**src/rtl/ps2_key_decoder_pkg.sv**
```systemverilog
// Shared types and constants for the PS/2 set-2 key decoder.
package ps2_pkg;

    // Frame receiver states: start bit seen in IDLE, 8 data bits, parity, stop.
    typedef enum logic [1:0] {
        ST_IDLE   = 2'd0,
        ST_DATA   = 2'd1,
        ST_PARITY = 2'd2,
        ST_STOP   = 2'd3
    } frame_state_e;

    // Set-2 prefix bytes.
    localparam logic [7:0] PS2_EXT   = 8'hE0;
    localparam logic [7:0] PS2_BRK   = 8'hF0;
    localparam logic [7:0] PS2_PAUSE = 8'hE1;

    // Number of bytes following E1 that belong to the Pause sequence.
    localparam logic [2:0] PS2_PAUSE_SKIP = 3'd7;

    // Event word handed to the keyboard matrix.
    typedef struct packed {
        logic       tgl;
        logic       pressed;
        logic       ext;
        logic [7:0] code;
    } ps2_key_t;

    // Keyboard status/handshake replies that never describe a key.
    function automatic logic is_ignored(input logic [7:0] b);
        logic hit;
        case (b)
            8'hAA, 8'hFA, 8'hEE, 8'hFE, 8'h00, 8'hFF: hit = 1'b1;
            default:                                  hit = 1'b0;
        endcase
        return hit;
    endfunction

    // Odd parity over data byte plus parity bit.
    function automatic logic parity_ok(input logic [7:0] b, input logic p);
        return ^{b, p};
    endfunction

endpackage

```
**src/rtl/ps2_rx_frame.sv**
```systemverilog
// PS/2 frame receiver: pin synchronizers, clock glitch filter, 11-bit frame
// FSM and inactivity timeout. Produces one byte per valid frame.
module ps2_rx_frame
    import ps2_pkg::*;
#(
    parameter int FILTER_LEN  = 8,
    parameter int TIMEOUT_CYC = 50000
) (
    input  logic       clk_i,
    input  logic       reset_i,
    input  logic       ps2_clk_i,
    input  logic       ps2_data_i,
    output logic [7:0] rx_byte_o,
    output logic       byte_valid_o,
    output logic       frame_err_o,
    output logic       timeout_o
);

    localparam int FW = $clog2(FILTER_LEN + 1);
    localparam int TW = $clog2(TIMEOUT_CYC + 1);
    localparam logic [FW-1:0] FILT_LAST = FW'(FILTER_LEN - 1);
    localparam logic [TW-1:0] TO_LIMIT  = TW'(TIMEOUT_CYC);

    logic [1:0]    clk_sync_q;
    logic [1:0]    data_sync_q;
    logic          clk_s;
    logic          data_s;

    logic          filt_clk_q, filt_clk_d;
    logic [FW-1:0] filt_cnt_q, filt_cnt_d;
    logic          strobe_s;

    frame_state_e  state_q, state_d;
    logic [2:0]    cnt_q, cnt_d;
    logic [7:0]    shift_q, shift_d;
    logic          par_q, par_d;
    logic [TW-1:0] to_q, to_d;
    logic [7:0]    byte_q, byte_d;
    logic          valid_q, valid_d;
    logic          err_q, err_d;
    logic          tout_q, tout_d;

    assign clk_s  = clk_sync_q[1];
    assign data_s = data_sync_q[1];

    // Two-flop synchronizers; idle-high pins reset to 1 so no false edge appears.
    always_ff @(posedge clk_i) begin
        if (reset_i) begin
            clk_sync_q  <= 2'b11;
            data_sync_q <= 2'b11;
        end else begin
            clk_sync_q  <= {clk_sync_q[0], ps2_clk_i};
            data_sync_q <= {data_sync_q[0], ps2_data_i};
        end
    end

    // Glitch filter: level flips only after FILTER_LEN samples of the new level; a flip to 0 is the bit strobe.
    always_comb begin
        filt_clk_d = filt_clk_q;
        filt_cnt_d = '0;
        strobe_s   = 1'b0;
        if (clk_s != filt_clk_q) begin
            if (filt_cnt_q == FILT_LAST) begin
                filt_clk_d = clk_s;
                filt_cnt_d = '0;
                strobe_s   = ~clk_s;
            end else begin
                filt_cnt_d = filt_cnt_q + FW'(1);
            end
        end else begin
            filt_cnt_d = '0;
        end
    end

    // Frame FSM next state, timeout counter and one-cycle result pulses.
    always_comb begin
        state_d = state_q;
        cnt_d   = cnt_q;
        shift_d = shift_q;
        par_d   = par_q;
        byte_d  = byte_q;
        valid_d = 1'b0;
        err_d   = 1'b0;
        tout_d  = 1'b0;

        if ((state_q == ST_IDLE) || strobe_s) begin
            to_d = '0;
        end else begin
            to_d = to_q + TW'(1);
        end

        case (state_q)
            ST_IDLE: begin
                if (strobe_s) begin
                    if (data_s == 1'b0) begin
                        state_d = ST_DATA;
                        cnt_d   = 3'd0;
                    end else begin
                        err_d = 1'b1;
                    end
                end else begin
                    state_d = ST_IDLE;
                end
            end
            ST_DATA: begin
                if (strobe_s) begin
                    shift_d = {data_s, shift_q[7:1]};
                    if (cnt_q == 3'd7) begin
                        state_d = ST_PARITY;
                    end else begin
                        cnt_d = cnt_q + 3'd1;
                    end
                end else begin
                    state_d = ST_DATA;
                end
            end
            ST_PARITY: begin
                if (strobe_s) begin
                    par_d   = data_s;
                    state_d = ST_STOP;
                end else begin
                    state_d = ST_PARITY;
                end
            end
            ST_STOP: begin
                if (strobe_s) begin
                    state_d = ST_IDLE;
                    if (data_s && parity_ok(shift_q, par_q)) begin
                        valid_d = 1'b1;
                        byte_d  = shift_q;
                    end else begin
                        err_d = 1'b1;
                    end
                end else begin
                    state_d = ST_STOP;
                end
            end
            default: begin
                state_d = ST_IDLE;
            end
        endcase

        // A stalled partial frame is abandoned; a strobe in the same cycle takes priority.
        if ((state_q != ST_IDLE) && !strobe_s && (to_q == TO_LIMIT)) begin
            state_d = ST_IDLE;
            to_d    = '0;
            err_d   = 1'b1;
            tout_d  = 1'b1;
        end else begin
            tout_d = 1'b0;
        end
    end

    // Filter, FSM and output registers.
    always_ff @(posedge clk_i) begin
        if (reset_i) begin
            filt_clk_q <= 1'b1;
            filt_cnt_q <= '0;
            state_q    <= ST_IDLE;
            cnt_q      <= 3'd0;
            shift_q    <= 8'd0;
            par_q      <= 1'b0;
            to_q       <= '0;
            byte_q     <= 8'd0;
            valid_q    <= 1'b0;
            err_q      <= 1'b0;
            tout_q     <= 1'b0;
        end else begin
            filt_clk_q <= filt_clk_d;
            filt_cnt_q <= filt_cnt_d;
            state_q    <= state_d;
            cnt_q      <= cnt_d;
            shift_q    <= shift_d;
            par_q      <= par_d;
            to_q       <= to_d;
            byte_q     <= byte_d;
            valid_q    <= valid_d;
            err_q      <= err_d;
            tout_q     <= tout_d;
        end
    end

    assign rx_byte_o    = byte_q;
    assign byte_valid_o = valid_q;
    assign frame_err_o  = err_q;
    assign timeout_o    = tout_q;

endmodule

```
**src/rtl/ps2_key_decoder.sv**
```systemverilog
// PS/2 keyboard front end: turns set-2 byte streams into the 11-bit
// {toggle, pressed, ext, code} event word used by the keyboard matrix.
module ps2_key_decoder
    import ps2_pkg::*;
#(
    parameter int FILTER_LEN  = 8,
    parameter int TIMEOUT_CYC = 50000
) (
    input  logic        clk,
    input  logic        reset,
    input  logic        ps2_clk,
    input  logic        ps2_data,
    output logic [10:0] ps2_key,
    output logic        err
);

    logic [7:0] rx_byte_s;
    logic       byte_valid_s;
    logic       frame_err_s;
    logic       timeout_s;

    ps2_key_t   key_q, key_d;
    logic       ext_q, ext_d;
    logic       brk_q, brk_d;
    logic [2:0] skip_q, skip_d;
    logic       err_q, err_d;

    ps2_rx_frame #(
        .FILTER_LEN  (FILTER_LEN),
        .TIMEOUT_CYC (TIMEOUT_CYC)
    ) u_rx (
        .clk_i        (clk),
        .reset_i      (reset),
        .ps2_clk_i    (ps2_clk),
        .ps2_data_i   (ps2_data),
        .rx_byte_o    (rx_byte_s),
        .byte_valid_o (byte_valid_s),
        .frame_err_o  (frame_err_s),
        .timeout_o    (timeout_s)
    );

    // Prefix layer: track E0/F0 state and the Pause skip count, emit an event for plain codes.
    always_comb begin
        key_d  = key_q;
        ext_d  = ext_q;
        brk_d  = brk_q;
        skip_d = skip_q;
        err_d  = frame_err_s;

        if (timeout_s) begin
            ext_d = 1'b0;
            brk_d = 1'b0;
        end else if (byte_valid_s) begin
            if (skip_q != 3'd0) begin
                skip_d = skip_q - 3'd1;
            end else begin
                case (rx_byte_s)
                    PS2_EXT:   ext_d  = 1'b1;
                    PS2_BRK:   brk_d  = 1'b1;
                    PS2_PAUSE: skip_d = PS2_PAUSE_SKIP;
                    default: begin
                        if (is_ignored(rx_byte_s)) begin
                            ext_d = 1'b0;
                            brk_d = 1'b0;
                        end else begin
                            key_d.tgl     = ~key_q.tgl;
                            key_d.pressed = ~brk_q;
                            key_d.ext     = ext_q;
                            key_d.code    = rx_byte_s;
                            ext_d         = 1'b0;
                            brk_d         = 1'b0;
                        end
                    end
                endcase
            end
        end else begin
            skip_d = skip_q;
        end
    end

    // Event word, prefix state and error pulse registers.
    always_ff @(posedge clk) begin
        if (reset) begin
            key_q  <= '0;
            ext_q  <= 1'b0;
            brk_q  <= 1'b0;
            skip_q <= 3'd0;
            err_q  <= 1'b0;
        end else begin
            key_q  <= key_d;
            ext_q  <= ext_d;
            brk_q  <= brk_d;
            skip_q <= skip_d;
            err_q  <= err_d;
        end
    end

    assign ps2_key = key_q;
    assign err     = err_q;

endmodule

```
**config.mk**
```make
export PLATFORM = sky130hd
export DESIGN_NAME = ps2_key_decoder
export DESIGN_NICKNAME = d
export VERILOG_FILES = /design/src/rtl/ps2_key_decoder_pkg.sv /design/src/rtl/ps2_rx_frame.sv /design/src/rtl/ps2_key_decoder.sv
export SDC_FILE = /design/constraint.sdc
export NUM_CORES = 1
export LEC_CHECK = 0
export CAP_MARGIN = 40
export CORE_MARGIN = 2
export CORE_UTILIZATION = 45
export DETAILED_ROUTE_END_ITERATION = 6
export GPL_ROUTABILITY_DRIVEN = 0
export PLACE_DENSITY_LB_ADDON = 0.05
export SYNTH_ARGS = -nofsm -noshare
export SYNTH_HDL_FRONTEND = slang
export SYNTH_SLANG_ARGS = --single-unit
```
**constraint.sdc**
```tcl
create_clock -name clk -period 2.1 [get_ports clk]
set_input_delay 0.21 -clock clk [delete_from_list [all_inputs] [get_ports clk]]
set_output_delay 0.21 -clock clk [all_outputs]
set_load 0.01 [all_outputs]
```
==> results.json, run 1 <==
{
  "outcome": "complete, but fails checks",
  "violations": "DRC",
  "drv_slew": 0,
  "fin_util": 0.547,
  "ant_nets": 0,
  "pwr-share-clk": 0.440,
  "grt_pass1_vias": 2165,
  "critPathKind": "reg -> reg",
  "viasPerCell": 5.25,
  "ys_seq_area_frac": 0.446,
  "fin_crit_ps": 2000,
  "clockRootBuffer": "clkbuf_8",
  "max_freq_ghz": 0.500,
  "worst_slew_margin_rel": 0.467,
  "clock_sinks": 67,
  "synthesis.nets": 358,
  "synth-main-ff-cell": "dfxtp_1",
  "initial_core_util": 0.469,
  "tritoncts": "built",
  "power_frac_comb": 0.014,
  "ioPinCount": 16,
  "diodes": 0,
  "dp_slack_ps": 79.0,
  "yosys.area_share.simple": 0.229,
  "grt_start_max_net_pins": 50,
  "path_clk_slew_ps": 70,
  "muxShareOfSynthArea": 0.0416,
  "tightestPinTransition_ps": 800,
  "rsz0062_at_grt": "no",
  "stdcell_count": 449,
  "grt-ovfl-total": 0,
  "cpPeakStageDelay_ps": 460,
  "clk-insertion-delay-late_ps": 340,
  "placementRows": 29,
  "ys_types": 44,
  "die_w_um": 85.8,
  "sw_frac_of_total": 0.215,
  "synth_edf_count": 0,
  "synth_top_family_by_area": "simple AND/OR/NAND/NOR gates",
  "worst-path-buf-inv": 0,
  "syn_area_um2": 3010,
  "cp_top_family": "XOR/XNOR gates",
  "grt_usage": 0.165,
  "synthXorXnorAreaFrac": 0.0736,
  "n_fill_cell": 610,
  "path_max_fanout": 4,
  "vias": 2357,
  "crit_required_ps": 2360,
  "slowest_stage": "or4_1",
  "hold_slack_ps": 408,
  "routed_wl_mm": 5.50,
  "worstPathArrival_ps": 2260,
  "netlist_instances": 342,
  "p_per_area_nw_per_um2": 665,
  "peakVddDrop_v": 0.000444,
  "setup_violations": 0,
  "finalHoldViolCount": 0,
  "detail_route.drc_violations": 5,
  "synth_seq_cells": 67,
  "setup_slack_ps": 102,
  "nNetsFinal": 383,
  "fin_crit_sh": 0.952,
  "numCtsBuffers": 9,
  "synth_compound_area_frac": 0.126,
  "htreeDepth": 3,
  "wl_per_cell_um": 12.2,
  "worstSetupStartpointType": "flop",
  "drt_pass1_iterations": 7,
  "portBuffers": 15,
  "synth-adder-area-share": 0.0499,
  "internal-power_mw": 1.84,
  "clockBufferDepth": 2,
  "avgSynthCellArea_um2": 8.80,
  "fin_skew_ps": 10.2,
  "leakagePower_nw": 1.26,
  "dp_hpwl_mm": 3.85,
  "setup_tns_ps": 0,
  "ys_async_sr_fraction": 0,
  "dpl.cell_count": 432,
  "hp-class": "reg -> reg",
  "yosys_warnings": 0,
  "pwr-share-seq": 0.546,
  "die_height_um": 85.8,
  "die_area_um2": 7360,
  "switching_power_mw": 0.502,
  "area_delta_synth_final_pct": 16.7,
  "drive_above_1_share": 0.102,
  "first_iter_violations": 80,
  "grt_pass1_wl_mm": 9.70,
  "path_cells": "xnor2_1 -> xnor3_1 -> mux2_4 -> or4_1 -> a21oi_1",
  "drv_cap": 0,
  "core_um2": 6420,
  "antenna_found_initial": 0,
  "crit_path_end_kind": "flop"
}
-- stage by stage --
stage / area (um2) / power [mW]
detailed placement: 3310 / 1.34
global placement: 3310 / 1.34
finish: 3510 / 2.34
CTS: 3500 / 2.38
floorplan: 3010 / 1.32
global route: 3510 / 2.43
-- kinds of logic (layout without fill, tap and decap cells) --
kind of cell	after synthesis	in the layout
adder cells (fa/ha/maj)	12	12
buffers and inverters	28	58
AND/OR/NAND/NOR	135	135
multiplexers	12	12
AO/OA/AOI/OAI	66	66
flip-flops	67	67
XOR/XNOR	22	22
-- worst reg2reg max path, cell delays in order (launching register included) --
cell and delay (ps):
dfxtp_1 340, xnor2_1 240, xnor3_1 390, mux2_4 320
or4_1 460, a21oi_1 160
-- state kept, by name, indices dropped and copies added (netlist names) --
register / flops
u_rx.par_q: 1
skip_q: 3
ps2_key: 11
u_rx.cnt_q: 3
u_rx.clk_sync_q: 2
u_rx.to_q: 16
ext_q: 1
u_rx.rx_byte_o: 8
u_rx.frame_err_o: 1
u_rx.byte_valid_o: 1
u_rx.shift_q: 8
u_rx.filt_cnt_q: 4
brk_q: 1
u_rx.data_sync_q: 2
u_rx.filt_clk_q: 1
u_rx.state_q: 2
err: 1
u_rx.timeout_o: 1
-- power groups by stage --
stage | sequential (mW) | clock, mW | combinational [mW]
6_report | 1.28 | 1.03 | 0.0317
5_1_grt | 1.28 | 1.12 | 0.0360
4_1_cts | 1.28 | 1.07 | 0.0326
3_5_place_dp | 1.31 | 0 | 0.0325
3_3_place_gp | 1.31 | 0 | 0.0328
2_1_floorplan | 1.31 | 0 | 0.0182
-- layer usage --
layer,vias up,global-route usage,wire length [um]
li1,1240,-,-
met1,1078,0.204,2650
met4,0,0.0707,106
met3,10,0.0443,162
met2,29,0.270,2580
met5,-,0,0
-- placed cells by master, fill, tap and decap left out, types with 2 or more instances in the layout --
cell	netlist	routed
xor2_1	9	9
clkinvlp_4	0	2
nand3b_1	3	3
inv_1	13	13
nand4b_1	2	2
clkinv_2	0	2
dfxtp_2	0	2
nand3_1	28	28
and3_1	3	3
a211oi_1	4	4
nand4_1	2	2
mux2i_1	11	11
nor4_1	3	3
clkdlybuf4s50_1	0	15
a211o_1	2	2
o21ai_0	23	23
ha_1	12	12
buf_4	0	13
xnor2_1	11	11
nor3b_1	2	2
clkbuf_8	0	9
o22ai_1	2	2
or4_1	3	3
nor3_1	9	9
nand4bb_1	2	2
or3_1	2	2
dfxtp_1	67	65
nand2b_1	3	3
or2_2	5	5
nor2b_1	3	3
and3b_1	2	2
a21oi_1	27	27
nand2_1	16	16
nor2_1	43	43
-- final cells by class --
cell class | instances | area [um2] | share of cell area
clock buffer | 10 | 128 | 0.0363
clock inverter | 6 | 63.8 | 0.0182
inverter | 13 | 48.8 | 0.0139
multi-input combinational | 247 | 1560 | 0.445
sequential | 67 | 1340 | 0.383
tap | 77 | 96.3 | 0.0274
timing repair buffer | 29 | 268 | 0.0762
-- Yosys cell counts (all sizes together), types with 4 or more instances --
cell,number,area (um2)
a211oi,4,30.0
a21oi,27,135
clkbuf,15,56.3
dfxtp,67,1340
ha,12,150
inv,13,48.8
mux2i,11,110
nand2,16,60.1
nand3,28,140
nor2,43,161
nor3,9,45.0
o21ai,23,115
or2,5,31.3
xnor2,11,96.3
xor2,9,78.8
-- worst paths after layout --
check	startpoint	endpoint	slack, ps	cells past startpoint
setup reg to reg	u_rx.shift_q[7]	u_rx.frame_err_o	100	5
setup / recovery	u_rx.shift_q[7]	u_rx.frame_err_o	100	5
hold reg to reg	u_rx.clk_sync_q[0]	u_rx.clk_sync_q[1]	410	1
hold / removal	u_rx.clk_sync_q[0]	u_rx.clk_sync_q[1]	410	1
-- timing repair --
action                     in CTS  in global routing
hold buffers                    0                  0
setup buffers                   0                  1
setup endpoints to repair       0                  1
gates resized for setup         0                  2
No activity file was read; power rests on OpenSTA's default activity.
==> run 2: changes to the inputs <==
--- a/config.mk
+++ b/config.mk
@@ -7,7 +7,7 @@
 export LEC_CHECK = 0
 export CAP_MARGIN = 40
 export CORE_MARGIN = 2
-export CORE_UTILIZATION = 45
+export CORE_UTILIZATION = 50
 export DETAILED_ROUTE_END_ITERATION = 6
 export GPL_ROUTABILITY_DRIVEN = 0
 export PLACE_DENSITY_LB_ADDON = 0.05
==> constraint.sdc (replaced) <==
create_clock -name clk -period 1.9 [get_ports clk]
set_input_delay 0.19 -clock clk [delete_from_list [all_inputs] [get_ports clk]]
set_output_delay 0.19 -clock clk [all_outputs]
set_load 0.01 [all_outputs]
==> run 2 against run 1 <==
Compared with the run above: the flow finishes with violations (setup timing); routed wire length is 3.9% higher; flip-flop and latch count unchanged; hold slack better by 2.5 ps; largest cell class unchanged; first-iteration DRC count is 21% lower.
==> results.json, run 2 (synthesis results as in run 1) <==
{
  "grt-ovfl-total": 0,
  "cts_post_setup_buffers_inserted": 0,
  "vias": 2386,
  "place_area_um2": 3380,
  "cpPeakStageDelay_ps": 460,
  "core_um2": 5890,
  "outcome": "complete, but fails checks",
  "grt_pass1_vias": 2224,
  "setup_violations": 1,
  "slowest_stage": "or4_1",
  "finalHoldViolCount": 0,
  "crit_path_end_kind": "flop",
  "worst_slew_margin_rel": 0.685,
  "busiest_layer": "met2",
  "routed_wl_mm": 5.71,
  "die_w_um": 81.6,
  "viasPerCell": 5.24,
  "fin_skew_ps": 7.02,
  "area_delta_synth_final_pct": 22.6,
  "path_cells": "xnor2_1 -> xnor3_1 -> mux2_4 -> or4_1 -> a21oi_1",
  "placementRows": 28,
  "grt_util_met3": 0.0440,
  "r2r-end": "u_rx.frame_err_o",
  "setup_slack_ps": -3.33,
  "diodes": 0,
  "initial_core_util": 0.511,
  "drt_pass1_iterations": 4,
  "antenna_found_initial": 0,
  "grt_pass1_wl_mm": 9.83,
  "most-common-layout-cells": "63 x dfxtp_1, 43 x nor2_1, 28 x nand3_1",
  "ant_nets": 0,
  "worst-path-buf-inv": 0,
  "regMostFlops": "u_rx.to_q",
  "critPathKind": "reg -> reg",
  "use_met1": 0.224,
  "first_iter_violations": 63,
  "die_area_um2": 6660,
  "cp_top_family": "XOR/XNOR gates",
  "hold_start": "u_rx.data_sync_q[0]",
  "peakVddDrop_v": 0.000549,
  "fin_crit_sh": 1.00,
  "tightestPinTransition_ps": 469,
  "drive_above_1_share": 0.142,
  "grt_start_max_net_pins": 50,
  "dp_hpwl_mm": 4.05,
  "htreeDepth": 3,
  "clk-insertion-delay-late_ps": 340,
  "p_per_area_nw_per_um2": 825,
  "wl_per_cell_um": 12.6,
  "tritoncts": "built",
  "clockRootBuffer": "clkbuf_8",
  "fin_area_um2": 3690,
  "final_common_cell": "dfxtp_1",
  "largest_reg_flops": 16,
  "ioPinCount": 16,
  "die_height_um": 81.6,
  "nNetsFinal": 391,
  "clockBufferDepth": 2,
  "violations": "setup timing",
  "drv_cap": 0,
  "hold_end": "u_rx.data_sync_q[1]",
  "rsz0062_at_grt": "yes",
  "path_max_fanout": 2,
  "fin_crit_ps": 1900,
  "fin_util": 0.627,
  "r2r_cells": 5,
  "hp-class": "reg -> reg",
  "portBuffers": 15,
  "use_met2": 0.326,
  "rrSetupSlack_ps": -3,
  "crit_required_ps": 2170,
  "numCtsBuffers": 9,
  "drv_slew": 0,
  "clock_sinks": 67,
  "max_freq_ghz": 0.525,
  "grt_usage": 0.192,
  "path_clk_slew_ps": 70,
  "worstSetupStartpointType": "flop",
  "worstPathArrival_ps": 2170,
  "detail_route.drc_violations": 0,
  "r2r_start": "u_rx.shift_q[7]",
  "finalPower_mw": 3.05,
  "leakagePower_nw": 1.36,
  "whs_path_depth": 1
}
==> run 2: cell count changes in the layout (fill, tap and decap cells not counted), sizes merged <==
cell,previous run,this run
buf,14,22
clkinvlp,2,0
clkinv,2,0
bufinv,1,4
clkbuf,10,12
inv,14,13
==> run 2: metal layers <==
layer	vias to the layer above	wire, um
li1	1261	-
met1	1076	2700
met2	38	2710
met3	11	151
met4	0	153
met5	-	0
==> run 2: through the flow <==
step                cells  setup TNS [ps]  setup WS, ps  hold WS, ps
floorplan             342           -9.24         -9.24          294
global placement      439               0          36.0          391
detailed placement    439           -19.3         -19.3          394
CTS                   455           -25.2         -25.2          406
global route          455           -76.0         -67.0          417
finish                455           -3.33         -3.33          411
==> run 2: power by group <==
| part | leakage, nW | switching (mW) | internal (mW) |
|---|---|---|---|
| combinational | 0.681 | 0.0216 | 0.0149 |
| clock | 0.137 | 0.520 | 1.08 |
| sequential | 0.543 | 0.00303 | 1.41 |
==> run 2: cell type report <==
cell class / count / area (um2)
timing repair buffer: 37 / 328
sequential: 67 / 1350
inverter: 13 / 48.8
multi-input combinational: 247 / 1600
clock inverter: 4 / 120
clock buffer: 12 / 155
tap: 75 / 93.8
fill: 527 / 2200
==> run 2: worst register-to-register path: stages (launching register included) <==
cell	delay (ps)
dfxtp_1	320
xnor2_1	220
xnor3_1	390
mux2_4	320
or4_1	460
a21oi_1	130
==> run 2: timing repair <==
action                                  4_1_cts  5_1_grt
resized for setup                             2        7
pin swaps                                     3        0
hold buffers                                  0        0
endpoints found under the setup margin        1       14
==> run 2: how the worst max path moves through the flow <==
stage,startpoint,endpoint,slack [ps],depth (start not counted)
final,u_rx.shift_q[7],u_rx.frame_err_o,-3,5
after global routing,u_rx.shift_q[4],u_rx.frame_err_o,-70,5
after CTS,u_rx.shift_q[3],u_rx.frame_err_o,-30,5
after detailed placement,u_rx.shift_q[5],u_rx.frame_err_o,-20,5
after global placement,u_rx.shift_q[5],u_rx.frame_err_o,40,5
after floorplan,u_rx.shift_q[5],u_rx.frame_err_o,-9,5
